File: src/rtl/hdng_pkg.sv
// Shared types and constants for the heading-error source.
package hdng_pkg;

  typedef enum logic [1:0] {
    IDLE = 2'd0,
    CAL  = 2'd1,
    RUN  = 2'd2
  } hdng_state_t;

  localparam int unsigned HDNG_W = 12;
  localparam int unsigned ERR_W  = 10;
  localparam int unsigned YAW_W  = 16;

  localparam logic signed [ERR_W-1:0] ERR_MAX = 10'sd511;
  localparam logic signed [ERR_W-1:0] ERR_MIN = -10'sd512;

endpackage

File: src/rtl/err_sat10.sv
// Combinational 12-bit to 10-bit signed saturator for the heading error.
module err_sat10
  import hdng_pkg::*;
(
  input  logic signed [HDNG_W-1:0] diff,
  output logic signed [ERR_W-1:0]  sat_c
);

  // Clamp to the representable error range, pass through otherwise.
  always_comb begin
    sat_c = diff[ERR_W-1:0];
    if (diff > HDNG_W'(ERR_MAX)) begin
      sat_c = ERR_MAX;
    end else if (diff < HDNG_W'(ERR_MIN)) begin
      sat_c = ERR_MIN;
    end
  end

endmodule

File: src/rtl/hdng_err_src.sv
// Gyro offset calibration, yaw-rate integration and saturated heading error.
module hdng_err_src
  import hdng_pkg::*;
#(
  parameter int unsigned CAL_SHIFT  = 11,
  parameter int unsigned HDNG_SHIFT = 15
) (
  input  logic                     clk,
  input  logic                     rst_n,
  input  logic                     strt_cal,
  input  logic                     yaw_vld,
  input  logic signed [YAW_W-1:0]  yaw_rt,
  input  logic signed [HDNG_W-1:0] dsrd_hdng,
  output logic                     cal_done,
  output logic signed [HDNG_W-1:0] heading,
  output logic signed [ERR_W-1:0]  err_sat,
  output logic                     hdng_vld
);

  localparam int unsigned CAL_W  = YAW_W + CAL_SHIFT;
  localparam int unsigned ACC_W  = HDNG_W + HDNG_SHIFT;
  localparam int unsigned RATE_W = YAW_W + 1;

  hdng_state_t state_q, state_d;

  logic signed [CAL_W-1:0]   cal_acc_q;
  logic        [CAL_SHIFT-1:0] cal_cnt_q;
  logic signed [YAW_W-1:0]   offset_q;
  logic signed [ACC_W-1:0]   hdng_acc_q;
  logic                      stg2_q;
  logic                      cal_done_q;
  logic signed [ERR_W-1:0]   err_q;
  logic                      hdng_vld_q;

  logic                      cal_smp_c;
  logic                      cal_last_c;
  logic                      run_smp_c;
  logic signed [CAL_W-1:0]   cal_sum_c;
  logic signed [RATE_W-1:0]  rate_c;
  logic signed [HDNG_W-1:0]  diff_c;
  logic signed [ERR_W-1:0]   sat_c;

  // State register.
  always_ff @(posedge clk or negedge rst_n) begin
    if (!rst_n) begin
      state_q <= IDLE;
    end else begin
      state_q <= state_d;
    end
  end

  // Next state and sample qualifiers; strt_cal overrides any same-cycle sample.
  always_comb begin
    state_d    = state_q;
    cal_smp_c  = 1'b0;
    cal_last_c = 1'b0;
    run_smp_c  = 1'b0;
    case (state_q)
      IDLE: begin
        if (strt_cal) state_d = CAL;
      end
      CAL: begin
        if (strt_cal) begin
          state_d = CAL;
        end else if (yaw_vld) begin
          cal_smp_c = 1'b1;
          if (cal_cnt_q == '1) begin
            cal_last_c = 1'b1;
            state_d    = RUN;
          end
        end
      end
      RUN: begin
        if (strt_cal) begin
          state_d = CAL;
        end else if (yaw_vld) begin
          run_smp_c = 1'b1;
        end
      end
      default: state_d = IDLE;
    endcase
  end

  // Datapath arithmetic: calibration sum, offset-corrected rate, heading difference.
  always_comb begin
    cal_sum_c = cal_acc_q + CAL_W'(yaw_rt);
    rate_c    = RATE_W'(yaw_rt) - RATE_W'(offset_q);
    diff_c    = heading - dsrd_hdng;
  end

  // Calibration accumulator, sample counter and offset capture.
  always_ff @(posedge clk or negedge rst_n) begin
    if (!rst_n) begin
      cal_acc_q  <= '0;
      cal_cnt_q  <= '0;
      offset_q   <= '0;
      cal_done_q <= 1'b0;
    end else begin
      cal_done_q <= cal_last_c;
      if (strt_cal) begin
        cal_acc_q <= '0;
        cal_cnt_q <= '0;
      end else if (cal_last_c) begin
        offset_q  <= YAW_W'(cal_sum_c >>> CAL_SHIFT);
        cal_acc_q <= '0;
        cal_cnt_q <= '0;
      end else if (cal_smp_c) begin
        cal_acc_q <= cal_sum_c;
        cal_cnt_q <= cal_cnt_q + CAL_SHIFT'(1);
      end
    end
  end

  // Stage 1: heading integrator; modulo wrap is the intended angle behaviour.
  always_ff @(posedge clk or negedge rst_n) begin
    if (!rst_n) begin
      hdng_acc_q <= '0;
      stg2_q     <= 1'b0;
    end else begin
      stg2_q <= run_smp_c;
      if (run_smp_c) begin
        hdng_acc_q <= hdng_acc_q + ACC_W'(rate_c);
      end
    end
  end

  // Stage 2 saturator on the wrapped (shortest-path) difference.
  err_sat10 u_sat (
    .diff  (diff_c),
    .sat_c (sat_c)
  );

  // Stage 2 output registers; an op in flight completes even across strt_cal.
  always_ff @(posedge clk or negedge rst_n) begin
    if (!rst_n) begin
      err_q      <= '0;
      hdng_vld_q <= 1'b0;
    end else begin
      hdng_vld_q <= stg2_q;
      if (stg2_q) begin
        err_q <= sat_c;
      end
    end
  end

  assign heading  = hdng_acc_q[ACC_W-1 -: HDNG_W];
  assign err_sat  = err_q;
  assign hdng_vld = hdng_vld_q;
  assign cal_done = cal_done_q;

endmodule
File: config.mk
export PLATFORM = sky130hd
export DESIGN_NAME = hdng_err_src
export DESIGN_NICKNAME = d
export VERILOG_FILES = /design/src/rtl/hdng_pkg.sv /design/src/rtl/err_sat10.sv /design/src/rtl/hdng_err_src.sv
export SDC_FILE = /design/constraint.sdc
export NUM_CORES = 1
export LEC_CHECK = 0
export BUFFER_PORTS_ARGS = -buffer_cell sky130_fd_sc_hd__buf_4
export CAP_MARGIN = 20
export CORE_UTILIZATION = 40
export CTS_BUF_LIST = sky130_fd_sc_hd__clkbuf_4 sky130_fd_sc_hd__clkbuf_8 sky130_fd_sc_hd__clkbuf_16
export DETAILED_ROUTE_END_ITERATION = 10
export PLACE_DENSITY_LB_ADDON = 0.25
export RECOVER_POWER = 25
export SLEW_MARGIN = 20
export SYNTH_ARGS = -nofsm -noshare
export SYNTH_HDL_FRONTEND = slang
export SYNTH_SLANG_ARGS = --single-unit
File: constraint.sdc
create_clock -name clk -period 7.07 [get_ports clk]
set_input_delay 1.0605 -clock clk [delete_from_list [all_inputs] [get_ports clk]]
set_output_delay 1.0605 -clock clk [all_outputs]
set_load 0.05 [all_outputs]
==> Flow_metrics.wiki, run 1 <==
{| class="wikitable"
! Metric !! Value
|-
| Run status || complete, but fails checks
|-
| Violations in the final reports || max-capacitance violations, max-slew violations
|-
| Cell count after synthesis || 890
|-
| Mapped Avg Cell Area || 8.86 um2
|-
| CTS tree || done
|-
| Most frequent cells in the layout || sky130_fd_sc_hd__inv_1, sky130_fd_sc_hd__dfrtp_1, sky130_fd_sc_hd__nand2_1
|-
| Number of buffers between clock root and the deepest sink || 2
|-
| End of the worst register-to-register path || hdng_acc_q[23]
|-
| Share of the synthesized area in the top cell type || between 30% and 40%
|-
| Number of enable-type register cells in the synthesized netlist || 0
|-
| Gr usage total || 18.6%
|-
| Cell type with the highest aggregate area in the netlist || sky130_fd_sc_hd__dfrtp_1
|-
| Clock buffer count from CTS || 9
|-
| Reg2Reg Setup Slack || approximately 3.5 ns
|-
| Count of cells along the worst hold path || 2
|-
| Placer's final routability congestion estimate || ~0.85
|-
| Drt pass-1 iters || 4
|-
| Number of distinct library cells after synthesis || 67
|-
| Synth Area in Compound Gates || a little over a fifth
|-
| Post-layout nets || approximately 1100
|-
| Global-route wire length before repair || between 20 and 30 mm
|-
| Power per standard cell area || 175 nW/um2
|-
| Depth of the worst register-to-register path || 11
|-
| Class of the most critical hold timing path || reg -> reg
|-
| Primary FF master, synth || sky130_fd_sc_hd__dfrtp_1
|-
| Area of the core || around 19000 um2
|-
| Classification of the worst setup path || in -> reg
|-
| Number of routed nets with antenna violations || 0
|-
| Worst slew pin tran || ~2.3 ns
|-
| Synthesized-area fraction occupied by xor and xnor cells || 6.33%
|-
| Floorplan die area || between 20000 and 25000 um2
|-
| Multiplexer share of the synthesized area || about 2.1%
|-
| Flop and latch count out of synthesis || between 90 and 100
|-
| Die height || between 100 and 150 um
|-
| Post-cts hold buffer count || 0
|-
| Initial detailed-routing violation count || 260
|-
| Number of input and output port buffers inserted || 55
|-
| Capturing element type of the critical path || register
|-
| Synth top area cells || sky130_fd_sc_hd__dfrtp_1, sky130_fd_sc_hd__ha_1, sky130_fd_sc_hd__fa_1
|-
| Arrival time of data at the critical path endpoint || 4.32 ns
|-
| Routed wire per std cell || about 15 um
|-
| Maximum vdd ir drop || 0.116 mV
|-
| Number of hold violations in the final report || 0
|-
| Leakage power || 4.35 nW
|-
| Worst Hold Path EP || cal_acc_q[4]
|-
| Synth warn || 0
|-
| Number of antenna violations at the first check in global routing || 0
|-
| Clock-pin slew on the worst setup and hold paths || 0.08 ns
|-
| # clock sinks || 96
|-
| Maximum fanout encountered on the critical timing path || 3
|-
| Cell at the root of the clock tree || sky130_fd_sc_hd__clkbuf_16
|-
| Beginning of the worst register-to-register path || offset_q[1]
|-
| DRC errors left || 0
|-
| Layout overhead on the synthesized area || 11.3%
|-
| Clock latency on the worst-skew pair || 0.36 ns
|-
| Largest net degree at the start of global routing || 76
|-
| Required arrival time at the worst endpoint || between 7 and 8 ns
|-
| Total congestion overflow || 0
|-
| Maximum clock rate || 247 MHz
|-
| Combinational family with the most area after synthesis || compound AO/OA/AOI/OAI gates
|-
| Most common library cell in the layout ignoring fill and taps || sky130_fd_sc_hd__inv_1
|-
| Fraction of layout cells with a size suffix above 1 || approximately an eighth
|-
| Half-perimeter wire length after detailed placement || 13.2 mm
|-
| Max Slew Vio Count || 41
|-
| DRT Wirelength || about 18 mm
|-
| RSZ-0062 raised after global routing || false
|-
| Synthesized-area fraction occupied by adder cells || between 10% and 20%
|-
| Element type at the critical path start || input pin
|-
| Sequential share of the synthesized area || a little under a third
|-
| Initial Utilization || 41.5%
|-
| Final standard cell utilization of the core || a little under half
|-
| Fraction of synthesis flops using an asynchronous set or reset pin || 100%
|-
| Net count after synthesis || 1016
|-
| Max-cap violations || 1
|-
| Floorplan die width || roughly 140 um
|-
| Period utilization || 57.2%
|-
| Number of global-route vias before repair || slightly above 6000
|-
| Fraction of the mapped netlist area in simple logic gates || between 10 and 15%
|-
| Final critical-path required period || 4.05 ns
|-
| Worst Hold Launch || cal_acc_q[4]
|-
| Final setup vio count || 0
|-
| Number of levels the H-tree was split into || 3
|-
| Total vias in the final route || ~6200
|-
| Post-synthesis instance area || a little under 8000 um2
|-
| Max transition margin || -53.5%
|-
| Vias per std cell || between 5 and 6
|-
| Total setup buffers inserted after CTS || 0
|-
| IO Count || 56
|-
| CTS resizes || 0
|-
| Setup Skew || 0.00936 ns
|-
| Final sum of negative setup slack || 0 ns
|-
| Site row count || 50
|-
| Number of antenna diodes || 0
|}
==> per-layer routing <==
metal	routed length [um]	up-vias	part of all wire (%)	track usage (%)
met5	0	-	0	0
met4	286	0	1.6	6.28
met3	456	17	2.6	2.42
met2	7970	94	46	30.9
met1	8800	2946	50	24.8
li1	-	3183	-	-
==> cell usage after synthesis, types with 3 or more instances <==
library cell / instances
sky130_fd_sc_hd__a211oi_1: 5
sky130_fd_sc_hd__a21o_1: 26
sky130_fd_sc_hd__a21oi_1: 55
sky130_fd_sc_hd__a22o_1: 14
sky130_fd_sc_hd__a31oi_1: 9
sky130_fd_sc_hd__and3_1: 9
sky130_fd_sc_hd__buf_4: 12
sky130_fd_sc_hd__clkbuf_1: 22
sky130_fd_sc_hd__dfrtp_1: 96
sky130_fd_sc_hd__fa_1: 28
sky130_fd_sc_hd__ha_1: 66
sky130_fd_sc_hd__inv_1: 121
sky130_fd_sc_hd__mux2_2: 12
sky130_fd_sc_hd__mux2i_1: 3
sky130_fd_sc_hd__nand2_1: 71
sky130_fd_sc_hd__nand2b_1: 12
sky130_fd_sc_hd__nand3_1: 24
sky130_fd_sc_hd__nand4_1: 10
sky130_fd_sc_hd__nor2_1: 45
sky130_fd_sc_hd__nor2b_1: 3
sky130_fd_sc_hd__nor3_1: 19
sky130_fd_sc_hd__nor3b_1: 5
sky130_fd_sc_hd__o211ai_1: 14
sky130_fd_sc_hd__o21a_1: 10
sky130_fd_sc_hd__o21ai_0: 62
sky130_fd_sc_hd__o21bai_1: 10
sky130_fd_sc_hd__o221a_2: 8
sky130_fd_sc_hd__o31ai_1: 6
sky130_fd_sc_hd__or2_2: 3
sky130_fd_sc_hd__or3_1: 4
sky130_fd_sc_hd__or4_1: 5
sky130_fd_sc_hd__xnor2_1: 31
sky130_fd_sc_hd__xor2_1: 26
==> where the power goes <==
part,switching [mW],internal (mW)
logic,0.266,0.193
registers,0.0163,0.573
clock network,0.241,0.246
==> area by class of cell <==
cell class              instances  area (um2)
repair buffers                 60         452
well taps                     260         325
flip-flops and latches         96        2400
clock buffers                   9         225
clock inverters                 7        62.6
fillers                      1909       10200
inverters                     122         458
multi-input cells             637        4850
==> state kept, by name (all words and copies together) (netlist names) <==
register and count:
offset_q 16, cal_done 1, err_sat 10, hdng_acc_q 27, stg2_q 1, cal_cnt_q 11, state_q 2, cal_acc_q 27
hdng_vld 1
==> cells by family after synthesis <==
group | Yosys count
buffers and inverters | 157
and+or+nand+nor | 223
DFF | 96
AOI/OAI and AO/OA | 248
xor gates and xnor gates | 57
adders and majority gates | 94
muxes | 15
==> how the worst max path moves through the flow <==
stage              start             end  cells past startpoint
5_1_grt            rst_n    cal_cnt_q[1]                      2
3_3_place_gp   yaw_rt[1]  hdng_acc_q[23]                     13
3_5_place_dp   yaw_rt[1]  hdng_acc_q[23]                     13
4_1_cts        yaw_rt[1]  hdng_acc_q[23]                     13
6_report       yaw_rt[1]  hdng_acc_q[23]                     13
2_1_floorplan  yaw_rt[1]  hdng_acc_q[23]                     12
==> stage by stage <==
step	total power [mW]	setup slack, ns	instances	hold slack, ns	cell area [um2]
floorplan	0.942	3.17	890	0.413	7890
global placement	1.05	2.73	1174	0.465	8480
detailed placement	1.06	2.69	1174	0.476	8480
CTS	1.55	3.06	1190	0.493	8770
global route	1.63	2.63	1191	0.509	8780
finish	1.54	3.02	1191	0.485	8780
==> critical path: stages <==
cell                        delay (ns)
sky130_fd_sc_hd__buf_4            0.10
sky130_fd_sc_hd__inv_1            0.06
sky130_fd_sc_hd__fa_1             0.59
sky130_fd_sc_hd__inv_1            0.06
sky130_fd_sc_hd__ha_1             0.29
sky130_fd_sc_hd__a21o_1           0.18
sky130_fd_sc_hd__a21oi_1          0.28
sky130_fd_sc_hd__o21ai_0          0.22
sky130_fd_sc_hd__a2111oi_1        0.49
sky130_fd_sc_hd__nor4_1           0.15
sky130_fd_sc_hd__o21bai_1         0.28
sky130_fd_sc_hd__mux2_2           0.37
sky130_fd_sc_hd__o31ai_1          0.18
(Power assumes the default switching activity.)
==> run 2, diff against run 1 <==
==> constraint.sdc (replaced) <==
create_clock -name clk -period 3.87 [get_ports clk]
set_input_delay 0.5805 -clock clk [delete_from_list [all_inputs] [get_ports clk]]
set_output_delay 0.5805 -clock clk [all_outputs]
set_load 0.05 [all_outputs]
==> run 2 against run 1 <==
Effect of this change: the flow still finishes with violations (max-capacitance violations, max-slew violations); design area rose by 0.94%; die area did not move; cell count rose by 0.50%; via count rose by 1.2%; power rose by 91%; wire length rose by 4.1%; core utilization rose by 0.43 points; sequential power rose by 83%; register-to-register slack got worse by 3.0 ns; flip-flop and latch count did not move.
==> Flow_metrics.wiki, run 2 (synthesized netlist as in run 1, its figures left out) <==
{| class="wikitable"
! Metric !! Value
|-
| Run status || complete, but fails checks (unchanged)
|-
| Violations in the final reports || max-capacitance violations, max-slew violations (unchanged)
|-
| Routed wire per std cell || 15.2 um (was 14.7 um)
|-
| Final sum of negative setup slack || 0 ns (unchanged)
|-
| Final critical-path required period || around 3.4 ns
|-
| Max Slew Vio Count || 63 (was 41)
|-
| Post-cts hold buffer count || 0 (unchanged)
|-
| Number of buffers between clock root and the deepest sink || 2 (unchanged)
|-
| Layout overhead on the synthesized area || 12.4% (was 11.3%)
|-
| Beginning of the worst register-to-register path || offset_q[1] (unchanged)
|-
| CTS tree || done (unchanged)
|-
| Maximum fanout encountered on the critical timing path || 3 (unchanged)
|-
| Number of hold violations in the final report || 0 (unchanged)
|-
| Non-filler instance count after layout || 1197 (was 1191)
|-
| Total vias in the final route || 6315 (was 6240)
|-
| Cell chain of the critical path || fa_1 > inv_1 > ha_1 > a21o_1 > a21oi_1 > o21ai_0 > a2111oi_1 > nor4_1 > o21bai_1 > mux2_2 > o31ai_1 (was buf_4 > inv_1 > fa_1 > inv_1 > ha_1 > a21o_1 > a21oi_1 > o21ai_0 > a2111oi_1 > nor4_1 > o21bai_1 > mux2_2 > o31ai_1)
|-
| Element type at the critical path start || register (was input pin)
|-
| Worst Hold Launch || hdng_acc_q[13] (was cal_acc_q[4])
|-
| Capturing element type of the critical path || register (unchanged)
|-
| Clock buffer count from CTS || 9 (unchanged)
|-
| Largest net degree at the start of global routing || 63 (was 76)
|-
| Power per standard cell area || 330 nW/um2 (was 175 nW/um2)
|-
| Initial Utilization || 41.5% (unchanged)
|-
| Period utilization || about 87%
|-
| Critical Path Start || offset_q[1] (was yaw_rt[1])
|-
| # clock sinks || 96 (unchanged)
|-
| Vias per std cell || 5.28 (was 5.24)
|-
| Placer's final routability congestion estimate || 0.847 (was 0.849)
|-
| Worst Hold Path EP || hdng_acc_q[13] (was cal_acc_q[4])
|-
| Most common library cell in the layout ignoring fill and taps || sky130_fd_sc_hd__inv_1 (unchanged)
|-
| Leakage power || 4.40 nW (was 4.35 nW)
|-
| Gr usage total || 19.3% (was 18.6%)
|-
| Top flop regs || cal_acc_q (27), hdng_acc_q (27), offset_q (16) (unchanged)
|-
| Drt pass-1 iters || 4 (unchanged)
|-
| End of the worst register-to-register path || hdng_acc_q[23] (unchanged)
|-
| Global-route wire length before repair || 30.8 mm (was 29.9 mm)
|-
| Initial detailed-routing violation count || 234 (was 260)
|-
| Final setup vio count || 0 (unchanged)
|-
| Reg2Reg Setup Slack || 0.52 ns (was 3.49 ns)
|-
| Max-cap violations || 1 (unchanged)
|-
| Post-layout nets || 1058 (was 1052)
|-
| Post-Place Cells || 1181 (was 1174)
|-
| Required arrival time at the worst endpoint || 4.14 ns (was 7.34 ns)
|-
| Cell at the root of the clock tree || sky130_fd_sc_hd__clkbuf_16 (unchanged)
|-
| IO Count || 56 (unchanged)
|-
| Layer with the highest usage || met2 (unchanged)
|-
| Die height || 142 um (unchanged)
|-
| Relative contribution of combinational cells to total power || 28.9% (was 29.9%)
|-
| Site row count || 50 (unchanged)
|-
| Fraction of met3 tracks used by global routing || 2.79% (was 2.42%)
|-
| Number of global-route vias before repair || 6309 (was 6122)
|-
| Total setup buffers inserted after CTS || 0 (unchanged)
|-
| Floorplan die area || 20300 um2 (unchanged)
|-
| Worst slew pin tran || 1.65 ns (was 2.30 ns)
|-
| Power dissipated by switching net loads || 933 uW (was 523 uW)
|-
| Number of antenna violations at the first check in global routing || 0 (unchanged)
|-
| Maximum clock rate || approximately 300 MHz
|-
| Clock-pin slew on the worst setup and hold paths || 0.07 ns (was 0.08 ns)
|-
| Clock power frac || 34.3% (was 31.7%)
|-
| Longest individual stage delay on the worst path || 0.57 ns (was 0.59 ns)
|-
| Worst hold slack || 0.485 ns (about the same)
|-
| Maximum vdd ir drop || 0.215 mV (was 0.116 mV)
|-
| DRT Wirelength || 18.2 mm (was 17.5 mm)
|-
| Total congestion overflow || 0 (unchanged)
|-
| Fraction of layout cells with a size suffix above 1 || 12.6% (was 11.7%)
|-
| Cell with the largest stage delay on the worst path || sky130_fd_sc_hd__fa_1 (unchanged)
|-
| CTS resizes || 0 (unchanged)
|-
| Number of antenna diodes || 0 (unchanged)
|-
| Classification of the worst setup path || reg -> reg (was in -> reg)
|-
| Floorplan die width || 142 um (unchanged)
|-
| Arrival time of data at the critical path endpoint || 3.62 ns (was 4.32 ns)
|-
| Number of input and output port buffers inserted || 55 (unchanged)
|-
| DRC errors left || 0 (unchanged)
|-
| Clock latency on the worst-skew pair || 0.36 ns (about the same)
|-
| Count of cells along the worst hold path || 2 (unchanged)
|-
| Class of the most critical hold timing path || reg -> reg (unchanged)
|-
| Most frequent cells in the layout || sky130_fd_sc_hd__inv_1, sky130_fd_sc_hd__dfrtp_1, sky130_fd_sc_hd__nand2_1 (unchanged)
|-
| Area of the core || 19000 um2 (unchanged)
|-
| Met2 capacity usage during global routing || 33.1% (was 30.9%)
|-
| Max transition margin || -10.3% (was -53.5%)
|-
| Number of routed nets with antenna violations || 0 (unchanged)
|-
| Net switching fraction of the power || 31.9% (was 34.1%)
|-
| M1 GR Usage || 24.9% (was 24.8%)
|-
| Share of power burned in registers || 36.8% (was 38.4%)
|-
| Depth of the worst register-to-register path || 11 (unchanged)
|-
| RSZ-0062 raised after global routing || false (unchanged)
|-
| Number of levels the H-tree was split into || 3 (unchanged)
|-
| Internal cell power || 1.99 mW (was 1.01 mW)
|-
| Half-perimeter wire length after detailed placement || 14.1 mm (was 13.2 mm)
|-
| Setup Skew || 0.0107 ns (was 0.00936 ns)
|}
-- run 2: critical path, delay by kind of cell (launching register included) --
kind	cells	cell delay, ns
AOI/OAI and AO/OA	6	1.41
adders and majority gates	2	0.86
buffers and inverters	1	0.06
DFF	1	0.41
muxes	1	0.37
and+or+nand+nor	1	0.15
-- run 2: power groups by stage --
stage,Sequential (mW),Combinational [mW],Clock (mW)
floorplan,1.09,0.633,0
global placement,1.10,0.839,0
detailed placement,1.10,0.844,0
CTS,1.08,0.848,1.03
global route,1.08,0.948,1.06
finish,1.08,0.847,1.00
-- run 2: how the worst max path moves through the flow --
stage / to / slack [ns] / depth (start not counted)
floorplan: hdng_acc_q[23] / 0.45 / 12
global placement: hdng_acc_q[23] / 0.19 / 13
detailed placement: hdng_acc_q[23] / 0.16 / 13
CTS: hdng_acc_q[23] / 0.50 / 11
global route: hdng_acc_q[23] / 0.26 / 11
finish: hdng_acc_q[23] / 0.52 / 11
-- run 2: area by class of cell --
type / count / area [um2]
flip-flops and latches: 96 / 2400
inverters: 122 / 458
well taps: 260 / 325
clock inverters: 6 / 90.1
multi-input cells: 637 / 4850
clock buffers: 10 / 239
fillers: 1904 / 10200
repair buffers: 66 / 493
-- run 2: layer usage --
metal  vias to the layer above  share of wire (%)
li1                       3175                  -
met1                      3024                 48
met2                        97                 47
met3                        19                3.1
met4                         0                1.6
met5                         -                  0
-- run 2: metrics by stage --
step,setup WS [ns],cell area (um2),power (mW),utilization [%]
after global routing,0.256,8860,3.09,46.6
after CTS,0.500,8860,2.95,46.6
after global placement,0.191,8540,1.93,44.9
after floorplan,0.454,7890,1.72,-
after detailed placement,0.159,8540,1.94,44.9
final,0.517,8860,2.93,46.6
